===== config.mk =====
export PLATFORM = sky130hd
export DESIGN_NAME = fetch_sequencer
export DESIGN_NICKNAME = d
export VERILOG_FILES = /design/src/rtl/fetch_sequencer.sv
export SDC_FILE = /design/constraint.sdc
export NUM_CORES = 1
export LEC_CHECK = 0
export CORE_UTILIZATION = 43
export DETAILED_ROUTE_END_ITERATION = 10
export GPL_TIMING_DRIVEN = 0
export PLACE_DENSITY = 0.91
export SLEW_MARGIN = 15
export SYNTH_ARGS = -nofsm -noshare
export SYNTH_HDL_FRONTEND = slang
export SYNTH_SLANG_ARGS = --single-unit

===== constraint.sdc =====
create_clock -name CLK -period 2.35 [get_ports CLK]
set_input_delay 0.47 -clock CLK [delete_from_list [all_inputs] [get_ports CLK]]
set_output_delay 0.47 -clock CLK [all_outputs]
set_load 0.01 [all_outputs]

===== src/rtl/fetch_sequencer.sv =====
// +----------------------------------------------------------------------+
// | Module      : fetch_sequencer                                        |
// | Description : Program-level controller for the PC/InstROM fetch      |
// |               unit. Launches a resident program on a host request,   |
// |               passes decode branches through, freezes on stall or    |
// |               halt instruction, and counts executed fetch cycles.    |
// | Options     : FETCH_SEQ_WATCHDOG_EN adds a RUN-cycle watchdog with   |
// |               parameter WDOG_LIMIT and output port timeout.          |
// | Revision    : 1.0 - initial release                                  |
// +----------------------------------------------------------------------+
`default_nettype none

module fetch_sequencer #(
   parameter int          NUM_PROGS   = 4,
   parameter logic [7:0]  LAUNCH_BASE = 8'd0,
   parameter logic [8:0]  HALT_INSTR  = 9'h1FF,
   parameter int          CNT_W       = 16,
`ifdef FETCH_SEQ_WATCHDOG_EN
   parameter int          WDOG_LIMIT  = 1023,
`endif
   localparam int         SEL_W       = (NUM_PROGS > 1) ? $clog2(NUM_PROGS) : 1
) (
   input  logic             CLK,
   input  logic             RST_n,
   input  logic             req,
   input  logic [SEL_W-1:0] prog_sel,
   input  logic             stall,
   input  logic [8:0]       instr_in,
   input  logic             branch_taken,
   input  logic [7:0]       branch_target,
   output logic             start,
   output logic             Halt,
   output logic             Branch,
   output logic [7:0]       Target,
   output logic             busy,
   output logic             done,
`ifdef FETCH_SEQ_WATCHDOG_EN
   output logic             timeout,
`endif
   output logic [CNT_W-1:0] cycle_count
);

   typedef enum logic [1:0] {
      IDLE   = 2'd0,
      LAUNCH = 2'd1,
      RUN    = 2'd2,
      DONE   = 2'd3
   } state_t;

   localparam logic [CNT_W-1:0] CNT_ONE = {{(CNT_W-1){1'b0}}, 1'b1};
   localparam logic [CNT_W-1:0] CNT_MAX = {CNT_W{1'b1}};

   state_t           state;
   state_t           next_state;
   logic [SEL_W-1:0] sel_q;
   logic [31:0]      sel_ext;
   logic             sel_valid;
   logic             accept;
   logic             count_en;
   logic             is_halt;
`ifdef FETCH_SEQ_WATCHDOG_EN
   logic [31:0]      wd_cnt;
   logic             wd_fire;
`endif

   // Out-of-range selections are compared in 32 bits and fall back to program 0
   assign sel_ext   = 32'(prog_sel);
   assign sel_valid = (sel_ext < 32'(NUM_PROGS));
   assign is_halt   = (instr_in == HALT_INSTR);
   assign busy      = (state != IDLE);
   assign done      = (state == DONE);

   // State register
   always_ff @(posedge CLK or negedge RST_n) begin
      if (!RST_n) begin
         state <= IDLE;
      end else begin
         state <= next_state;
      end
   end

   // Next-state and fetch-unit control decode; RUN controls follow inputs directly
   always_comb begin
      next_state = state;
      start      = 1'b0;
      Halt       = 1'b0;
      Branch     = 1'b0;
      Target     = 8'd0;
      accept     = 1'b0;
      count_en   = 1'b0;
`ifdef FETCH_SEQ_WATCHDOG_EN
      wd_fire    = 1'b0;
`endif
      case (state)
         IDLE: begin
            start = 1'b1;
            if (req) begin
               accept     = 1'b1;
               next_state = LAUNCH;
            end
         end
         LAUNCH: begin
            if (sel_q != '0) begin
               Branch = 1'b1;
               Target = LAUNCH_BASE + 8'(sel_q) - 8'd1;
            end
            next_state = RUN;
         end
         RUN: begin
            if (is_halt) begin
               Halt       = 1'b1;
               count_en   = 1'b1;
               next_state = DONE;
            end else if (stall) begin
               Halt = 1'b1;
            end else begin
               Branch   = branch_taken;
               Target   = branch_taken ? branch_target : 8'd0;
               count_en = 1'b1;
            end
`ifdef FETCH_SEQ_WATCHDOG_EN
            // A halt arriving on the limit cycle is a normal completion
            if (!is_halt && (wd_cnt == 32'(WDOG_LIMIT - 1))) begin
               wd_fire    = 1'b1;
               next_state = DONE;
            end
`endif
         end
         DONE: begin
            Halt = 1'b1;
            if (!req) begin
               next_state = IDLE;
            end
         end
         default: begin
            next_state = IDLE;
         end
      endcase
   end

   // Program select latch and saturating fetch-cycle counter
   always_ff @(posedge CLK or negedge RST_n) begin
      if (!RST_n) begin
         sel_q       <= '0;
         cycle_count <= '0;
      end else begin
         if (accept) begin
            sel_q       <= sel_valid ? prog_sel : '0;
            cycle_count <= '0;
         end else if (count_en && (cycle_count != CNT_MAX)) begin
            cycle_count <= cycle_count + CNT_ONE;
         end
      end
   end

`ifdef FETCH_SEQ_WATCHDOG_EN
   // Consecutive RUN-cycle watchdog; timeout drops together with done
   always_ff @(posedge CLK or negedge RST_n) begin
      if (!RST_n) begin
         wd_cnt  <= '0;
         timeout <= 1'b0;
      end else begin
         if (state == LAUNCH) begin
            wd_cnt <= '0;
         end else if (state == RUN) begin
            wd_cnt <= wd_cnt + 32'd1;
         end
         if (wd_fire) begin
            timeout <= 1'b1;
         end else if ((state == DONE) && !req) begin
            timeout <= 1'b0;
         end
      end
   end
`endif

endmodule

`default_nettype wire


# After elaboration in Yosys (flattened, before gate mapping)
# Index checks and enable logic that the tools add are counted.
[totals]
reg_bits = 20
latch_bits = 0
output_inout_bits = 29
ram_bits = 0
rom_bits = 0
memories = 0
inputBits = 24
[classes]
multipliers = 0
eq_ne = 8
shift = 0
n_mux = 25
n_reduce_logical = 6
addsub = 2
bitwise = 0
n_div = 0
n_lt_le_gt_ge = 1
[ops]
columns = ["cell", "count"]
rows = [
  ["2-to-1 mux 16 bit", 2],
  ["2-to-1 mux 8 bit", 4],
  ["adder 16 x 1 -> 16 bit (second input constant)", 1],
  ["inequality test 16 bit (second input constant)", 1],
  ["one-hot mux 8 bit (2 select lines)", 1],
  ["2-to-1 mux 1 bit", 11],
  ["== test 9 bit (second input constant)", 1],
  ["2-to-1 mux 2 bit", 4],
  ["one-hot mux 2 bit (4 select lines)", 1],
  ["inequality test 2 bit (second input constant)", 3],
  ["nonzero test 2 bit", 3],
  ["== test 2 bit (second input constant)", 2],
  ["one-hot mux 1 bit (2 select lines)", 2],
  ["< comparator 2 x 3 -> 1 bit (second input constant)", 1],
  ["AND reduction 3 bit", 1],
  ["subtractor 2 x 1 -> 3 bit (second input constant)", 1],
  ["== test 2 x 1 -> 1 bit (second input constant)", 1],
  ["zero test 2 bit", 1],
  ["logical AND 1 bit", 1],
]

# Longest topological paths before layout
# Gate-level depths: netlist of the first run.
[logic_depth]
word_depth = 6
depth_mapped = 8
ltp_nobuf = 6

# Worst setup path before layout of the first run
# No wires, ideal clock.
[synth_timing]
path_type = "register -> output"
startpoint = "register state[0]"
endpoint = "output port Target[2]"
path_stages_with_launch = 6
slack_ns = 0.442
n_path_buf = 0
arrival_time_ns = 1.438
t_required_ns = 1.880
cell_sequence = "dfrtp_1 > inv_1 > ha_1 > nand3_1 > nor3_1 > and2_1"
[synth_between]
elab_chain_len = 2
word_cells_on_any_way = 3
classes_between = "2 x eq/ne; 1 x mux"
[synth_lines]
columns = ["item", "line", "rtl"]
rows = [
  ["start: declaration", "53", "state_t state;"],
  ["start signal: assignment", "78", "state <= next_state;"],
  ["== test 2 bit / == test 2 x 1 -> 1 bit (equally long branches)", "94", "case (state)"],
  ["one-hot mux 8 bit (2 select lines) (*)", "94", ""],
  ["end: declaration", "34", "output logic [7:0] Target,"],
]
# Mark *: on every way between the ends. The rest lies on a longest branch, timed or not.

# Worst setup path in the final report of the first run
[layout_timing]
startpoint = "register state[0]"
endpoint = "output port Target[0]"
# Same word-level chain as after synthesis.

==> metrics.md, run 1 <==
| Metric | Value |
|---|---|
| Hold buffers post-CTS | 0 |
| VDD IR-drop max | 0.564 mV |
| Pwr/cell area | 778 nW/um^2 |
| Switching part of the total | 39.6% |
| Drt wl/cell | 18.7 microns |
| Switch Pwr | 0.647 mW |
| Worst hold start | sel_q[1] |
| Worst Path Max Fanout | 5 |
| Failing checks | design-rule violations |
| Total CTS buffers | 3 |
| Row Count | 19 |
| MaxCap Viol Count | 0 |
| Setup crit end kind | output pin |
| R2R cell count | 7 |
| Fin. max-slew vios | 0 |
| Logic gate share of total power | 53.4% |
| Largest stage delay, worst path | 420 ps |
| Number of distinct library cells after synthesis | 37 |
| Period utilization | 100% |
| Core area | 2850 sq um |
| Starting Density | 47.2% |
| Worst Path Buf+Inv | 3 |
| Placed instance area | 1910 sq um |
| #FFs+latches synth | 20 |
| Total grt overflow | 0 |
| Critical Path RT | 1880 ps |
| Hold/Removal Path Class | reg2reg |
| Vias | 1,605 |
| CTS tree | done |
| Crit-path cells | inv_2 -> ha_4 -> nand3_4 -> nor3_4 -> buf_4 -> o2bb2ai_1 -> buf_2 |
| H-tree depth | 1 |
| # nets final | 244 |
| Final hold vios | 0 |
| Post-synth EDFFs | 0 |
| Die Width | 58.0 microns |
| Async S/R FF share, synth | 100% |
| Cell-internal power | 0.986 mW |
| Met3 WL post-DR | 326 microns |
| Top cells by area, synth | dfrtp_1, or4_1, o31ai_1 |
| Layout area overhead | 55.9% |
| Post-layout minimum cycle time | 2350 ps |
| CP max-delay cell | dfrtp_1 |
| Layout cells sized above 1 | 20.1% |
| Worst Max-Slew Pin Slew | 867 ps |
| PortBufs | 52 |
| Seq/Total Area, Yosys | 37.2% |
| Yosys warns | 0 |
| Seq pwr share | 28.6% |
| IO Pins | 53 |
| Hold depth | 2 |
| WS Path Type | reg2out |
| Global-route wire length before repair | 7.58 mm |
| Remaining DRCs | 1 |
| Clock transition at path regs | 120 ps |
| Clock Root Buffer | clkbuf_4 |
| Detail Route Antenna Nets | 0 |
| TritonCTS sink count | 20 |
| Ys flop type | dfrtp_1 |
| Reg2reg start | state[0] |
| Dominant cell type by area after synthesis | dfrtp_1 |
| Syn Nets | 175 |
| Die Y | 58.0 microns |
| Synth Cell Area | 1350 sq um |
| Die area | 3360 sq um |
| Drt initial violations | 78 |
| Clock skew | 3.42 ps |
| Worst Setup Slack, final | 0.812 ps |
| Number of diodes | 0 |
| Syn avg cell area | 9.22 sq um |
| Crit start category | register |
| Slew HR | 42.0% |
| Pre-Repair DR Iteration Count | 9 |
| Initial antenna violation count | 0 |
| Clock share of power | 17.9% |
| Final Cell Area | 2100 sq um |
| Min Hold Slack | 585 ps |
| Vias in the first global route | 1,642 |
| Status | finished, violations left |
| Setup Viol. Count Final | 0 |
| Worst-skew pair later-pin latency | 320 ps |
| Share of the synthesized area in the top cell type | 37.2% |
| Dpl ws | -575 ps |
| Wl on met1 | 1.71 mm |
| Final design utilization | 73.6% |
| Clock buffer depth | 2 |
| R2R Path End | cycle_count[13] |
| Placed wire-length estimate | 2.86 mm |
| Family with the most delay on the worst path | flip-flops |
| WL met2 | 2.32 mm |
| Post-synthesis cell count | 146 |
| Pin count of the biggest net entering global routing | 21 |
| Hold path endpoint | sel_q[1] |
| WL final | 4.59 mm |
| Top Metal Used | met4 |
| Static Leak | 0.891 nW |
| Worst reg2reg setup slack | 180 ps |
| Overall Global Routing Usage | 29.5% |
| Critical Path AT | 1880 ps |
| Achievable Freq | 0.426 GHz |
| GPL Wtd Cong | 0.849 |
| Drt via density | 6.55 |
==> power groups by stage <==
stage	combinational, mW	clock, mW	sequential (mW)
final	0.873	0.293	0.467
after detailed placement	0.664	0	0.472
after floorplan	0.362	0	0.464
after CTS	0.808	0.287	0.458
after global placement	0.633	0	0.464
after global routing	0.938	0.304	0.474
==> registers in the layout (all words and copies together), names as in the netlist <==
| name | count |
|---|---|
| cycle_count | 16 |
| sel_q | 2 |
| state | 2 |
==> synth_stat cells (2+ instances only) <==
cell type  count
mux2i_1        2
dfrtp_1       20
nand3_1        9
buf_6          2
o31ai_1        9
and4_1         2
o21ai_1        2
a21oi_1       12
o2bb2ai_1      2
and2_1         7
o41ai_1        2
or4_1         11
o21ai_0        2
inv_1          6
nand2b_1       5
nand2_1       14
clkbuf_1       3
nor3_1         3
ha_1           5
and3_1         3
nor4_1         2
nand4_1        8
==> layout make-up <==
| cell class | count | area (sq um) |
|---|---|---|
| Fill cell | 197 | 754 |
| Buffer | 6 | 41.3 |
| Clock inverter | 1 | 30.0 |
| Inverter | 6 | 22.5 |
| Multi-Input combinational cell | 115 | 877 |
| Tap cell | 31 | 38.8 |
| Timing Repair Buffer | 63 | 566 |
| Clock buffer | 3 | 22.5 |
| Sequential cell | 20 | 500 |
==> how the worst max path moves through the flow <==
stage | cells past startpoint | startpoint | end | slack, ps
floorplan | 5 | state[0] | Target[2] | 440
global placement | 6 | instr_in[5] | Target[4] | -500
detailed placement | 6 | instr_in[5] | Target[4] | -570
CTS | 7 | instr_in[0] | Target[6] | 4
global route | 7 | state[0] | Target[0] | -80
finish | 7 | state[0] | Target[0] | 0.8
==> cells by family after synthesis <==
kind of cell	count (synthesis)	synth area share, %
mux	3	2.32
flops	20	37.2
fa+ha+maj	5	4.65
buf+inv	12	4.74
compound gates	37	19.6
simple gates	69	31.5
==> stage by stage <==
stage               total power, mW  setup TNS [ps]  cells
finish                         1.63               0    245
global route                   1.72           -78.0    245
CTS                            1.55               0    242
detailed placement             1.14           -5270    229
global placement               1.10           -4710    229
floorplan                     0.826               0    146
==> layout by cell type (no fill, tap or decap), types with 5 or more instances in the layout <==
cell type / count
nand3_1: 7
nand2_1: 13
nand2b_1: 5
o31ai_1: 9
nand4_1: 8
and2_1: 6
clkdlybuf4s50_1: 34
buf_4: 10
clkbuf_2: 7
or4_1: 11
a21oi_1: 12
dfrtp_1: 20
==> what timing repair did <==
action / CTS / global route
resized for setup: 37 / 23
pin swaps: 6 / 4
gates cloned: 1 / 0
setup endpoints to repair: 10 / 9
setup buffers: 9 / 3
==> routing by layer <==
metal	track usage, %	vias up
li1	-	715
met1	32.8	767
met2	50.6	100
met3	6.03	23
met4	19.7	0
met5	0	-
==> worst reg2reg max path: cells and delay by family (launching register included) <==
| family | cells | cell delay [ps] |
|---|---|---|
| buffers and inverters | 2 | 300 |
| DFF | 1 | 440 |
| adders and majority gates | 1 | 190 |
| and+or+nand+nor | 2 | 560 |
| muxes | 1 | 240 |
| AOI/OAI and AO/OA | 1 | 390 |
Note: power is estimated with default switching activity, not from simulation.
==> inputs of run 2 (changes only) <==
--- a/config.mk
+++ b/config.mk
@@ -5,6 +5,7 @@
 export SDC_FILE = /design/constraint.sdc
 export NUM_CORES = 1
 export LEC_CHECK = 0
+export CAP_MARGIN = 10
 export CORE_UTILIZATION = 43
 export DETAILED_ROUTE_END_ITERATION = 10
 export GPL_TIMING_DRIVEN = 0
==> results of run 2 <==
Final layout, timing and power as in run 1 (identical DEF).
==> inputs of run 3 (changes only) <==
--- a/config.mk
+++ b/config.mk
@@ -6,10 +6,13 @@
 export NUM_CORES = 1
 export LEC_CHECK = 0
 export CAP_MARGIN = 10
-export CORE_UTILIZATION = 43
+export CELL_PAD_IN_SITES_DETAIL_PLACEMENT = 2
+export CELL_PAD_IN_SITES_GLOBAL_PLACEMENT = 2
+export CORE_UTILIZATION = 25
+export CTS_CLUSTER_SIZE = 24
 export DETAILED_ROUTE_END_ITERATION = 10
 export GPL_TIMING_DRIVEN = 0
-export PLACE_DENSITY = 0.91
+export PLACE_DENSITY = 0.92
 export SLEW_MARGIN = 15
 export SYNTH_ARGS = -nofsm -noshare
 export SYNTH_HDL_FRONTEND = slang
==> run 3 against run 2 <==
The flow now finishes without violations. Final cell count increased by 16%. Critical endpoint is now Target[4]. Die area increased by 69%. Setup slack improved by 110 ps. Flip-flop and latch count unchanged. Critical path type is now in2out.
==> metrics.md, run 3 (synthesis gave the netlist of run 1 again) <==
| Metric | Value |
|---|---|
| Most flop-heavy register | cycle_count (unchanged) |
| Switch Pwr | 0.631 mW (was 0.647 mW) |
| Detail Route Antenna Nets | 0 (unchanged) |
| TritonCTS sink count | 20 (unchanged) |
| Family with the most delay on the worst path | buffers and inverters (was flip-flops) |
| Critical Path RT | 1880 ps (about the same) |
| Period utilization | 95.4% (was 100%) |
| WS Path Type | in2out (was reg2out) |
| Pre-Repair DR Iteration Count | 4 (was 9) |
| Critical Path AT | 1770 ps (was 1880 ps) |
| Die Width | 75.4 microns (was 58.0 microns) |
| PortBufs | 52 (unchanged) |
| Final design utilization | 41.3% (was 73.6%) |
| Core area | 5140 sq um (was 2850 sq um) |
| R2R Path End | cycle_count[6] (was cycle_count[13]) |
| Multi-input logic area | 858 sq um (was 877 sq um) |
| Setup_tns | 0 ps (unchanged) |
| Crit-path cells | dlygate4sd2_1 -> nand3_2 -> nor3_4 -> buf_4 -> buf_6 -> nor3_2 -> and2_1 -> buf_2 (was inv_2 -> ha_4 -> nand3_4 -> nor3_4 -> buf_4 -> o2bb2ai_1 -> buf_2) |
| Worst reg2reg setup slack | 150 ps (was 180 ps) |
| Cell-internal power | 1.00 mW (was 0.986 mW) |
| GPL Wtd Cong | 0.736 (was 0.849) |
| Final hold vios | 0 (unchanged) |
| Worst-skew pair later-pin latency | 270 ps (was 320 ps) |
| Crit start category | input pin (was register) |
| Commonest non-fill, non-tap cells in the layout | clkdlybuf4s50_1, dfrtp_1, nand2_1, a21oi_1, or4_1 (unchanged) |
| Slew HR | 34.5% (was 42.0%) |
| Row Count | 26 (was 19) |
| Clock Root Buffer | clkbuf_8 (was clkbuf_4) |
| Clock skew | 1.91 ps (was 3.42 ps) |
| Seq pwr share | 28.3% (was 28.6%) |
| CP max-delay cell | nor3_4 (was dfrtp_1) |
| Overall Global Routing Usage | 21.2% (was 29.5%) |
| Hold depth | 2 (unchanged) |
| Setup Viol. Count Final | 0 (unchanged) |
| Number of diodes | 0 (unchanged) |
| Drt via density | 5.38 (was 6.55) |
| Post-layout minimum cycle time | 2240 ps (was 2350 ps) |
| Worst Path Max Fanout | 4 (was 5) |
| Switching part of the total | 38.6% (was 39.6%) |
| MaxCap Viol Count | 0 (unchanged) |
| Largest stage delay, worst path | 290 ps (was 420 ps) |
| Hold buffers post-CTS | 0 (unchanged) |
| Clock transition at path regs | 80 ps (was 120 ps) |
| WL final | 5.43 mm (was 4.59 mm) |
| Worst Max-Slew Pin Slew | 980 ps (was 867 ps) |
| Remaining DRCs | 0 (was 1) |
| H-tree depth | 1 (unchanged) |
| Register area | 500 sq um (unchanged) |
| Vias | 1,522 (was 1,605) |
| Setup crit end kind | output pin (unchanged) |
| Regs by FF count | cycle_count: 16 flops, sel_q: 2 flops, state: 2 flops (unchanged) |
| IO Pins | 53 (unchanged) |
| Max reg flops | 16 (unchanged) |
| Total grt overflow | 0 (unchanged) |
| Layout area overhead | 57.7% (was 55.9%) |
| Most common cell after layout, fill and taps aside | clkdlybuf4s50_1 (unchanged) |
| Initial antenna violation count | 0 (unchanged) |
| Logic gate share of total power | 49.3% (was 53.4%) |
| Drt wl/cell | 19.2 microns (was 18.7 microns) |
| RSZ-0062 raised after global routing | false |
| Die area | 5680 sq um (was 3360 sq um) |
| Layout cells sized above 1 | 18.3% (was 20.1%) |
| Fin. max-slew vios | 0 (unchanged) |
| Global-route wire length before repair | 8.89 mm (was 7.58 mm) |
| Pin count of the biggest net entering global routing | 21 (unchanged) |
| VDD IR-drop max | 0.333 mV (was 0.564 mV) |
| Drt initial violations | 58 (was 78) |
| Crit path launch | instr_in[2] (was state[0]) |
| Pwr/cell area | 769 nW/um^2 (was 778 nW/um^2) |
| Worst hold start | sel_q[1] (unchanged) |
| CTS tree | done (unchanged) |
| Clock buffer depth | 2 (unchanged) |
| Fillers | 592 (was 197) |
| Vias in the first global route | 1,715 (was 1,642) |
| Reg2reg start | state[0] (unchanged) |
| Worst Path Buf+Inv | 4 (was 3) |
| Status | completed (was finished, violations left) |
| # nets final | 243 (was 244) |
| R2R cell count | 8 (was 7) |
| Static Leak | 0.870 nW (was 0.891 nW) |
| Placed wire-length estimate | 3.72 mm (was 2.86 mm) |
| Total CTS buffers | 3 (unchanged) |
| Clock share of power | 22.4% (was 17.9%) |
| Hold path endpoint | sel_q[1] (unchanged) |
| Die Y | 75.4 microns (was 58.0 microns) |
| Starting Density | 26.2% (was 47.2%) |
| Hold/Removal Path Class | reg2reg (unchanged) |
| Achievable Freq | 0.446 GHz (was 0.426 GHz) |
==> run 3: power groups by stage <==
stage | sequential [mW] | combinational, mW | clock (mW)
global route | 0.470 | 0.869 | 0.389
CTS | 0.464 | 0.792 | 0.371
finish | 0.462 | 0.804 | 0.366
global placement | 0.472 | 0.659 | 0
floorplan | 0.464 | 0.362 | 0
detailed placement | 0.477 | 0.695 | 0
==> run 3: layout make-up <==
type / count / area share [%]
buffer: 6 / 1.94
clock buffer: 3 / 1.94
clock inverter: 1 / 1.41
inverter: 6 / 1.06
multi-input combinational: 115 / 40.4
sequential: 20 / 23.6
tap: 70 / 4.12
timing repair buffer: 62 / 25.5
==> run 3: tightest hold or removal path: stages, from the launching register on <==
cell,delay (ps)
dfrtp_1,380
nand2_1,60
nand2_1,60
==> run 3: worst max-delay path by stage <==
stage	endpoint	slack, ps	depth (start not counted)
floorplan	Target[2]	440	5
global placement	Target[4]	-590	6
detailed placement	Target[7]	-730	6
CTS	Target[1]	70	7
global route	Target[4]	20	8
finish	Target[4]	110	8
==> run 3: what timing repair did <==
item	in CTS	in global routing
setup buffers	10	0
setup endpoints to repair	10	3
gates resized for setup	60	0
endpoints found under the hold margin	0	0
gates cloned	1	0
pin swaps	7	1
==> run 3: layer usage <==
metal  vias to the layer above  global-route usage, %  share of wire, %
li1                        709                      -                 -
met1                       765                   24.5                42
met2                        39                   39.3                52
met3                         9                   3.97               3.6
met4                         0                   6.58               2.0
met5                         -                      0                 0
==> run 3: through the flow <==
| stage | hold slack (ps) | cells | setup WS (ps) | area [sq um] | total power [mW] |
|---|---|---|---|---|---|
| after global placement | 502 | 268 | -592 | 1950 | 1.13 |
| after detailed placement | 508 | 268 | -734 | 1950 | 1.17 |
| after global routing | 579 | 283 | 17.9 | 2120 | 1.73 |
| final | 530 | 283 | 109 | 2120 | 1.63 |
| after CTS | 535 | 283 | 68.6 | 2120 | 1.63 |
| after floorplan | 174 | 146 | 442 | 1350 | 0.826 |
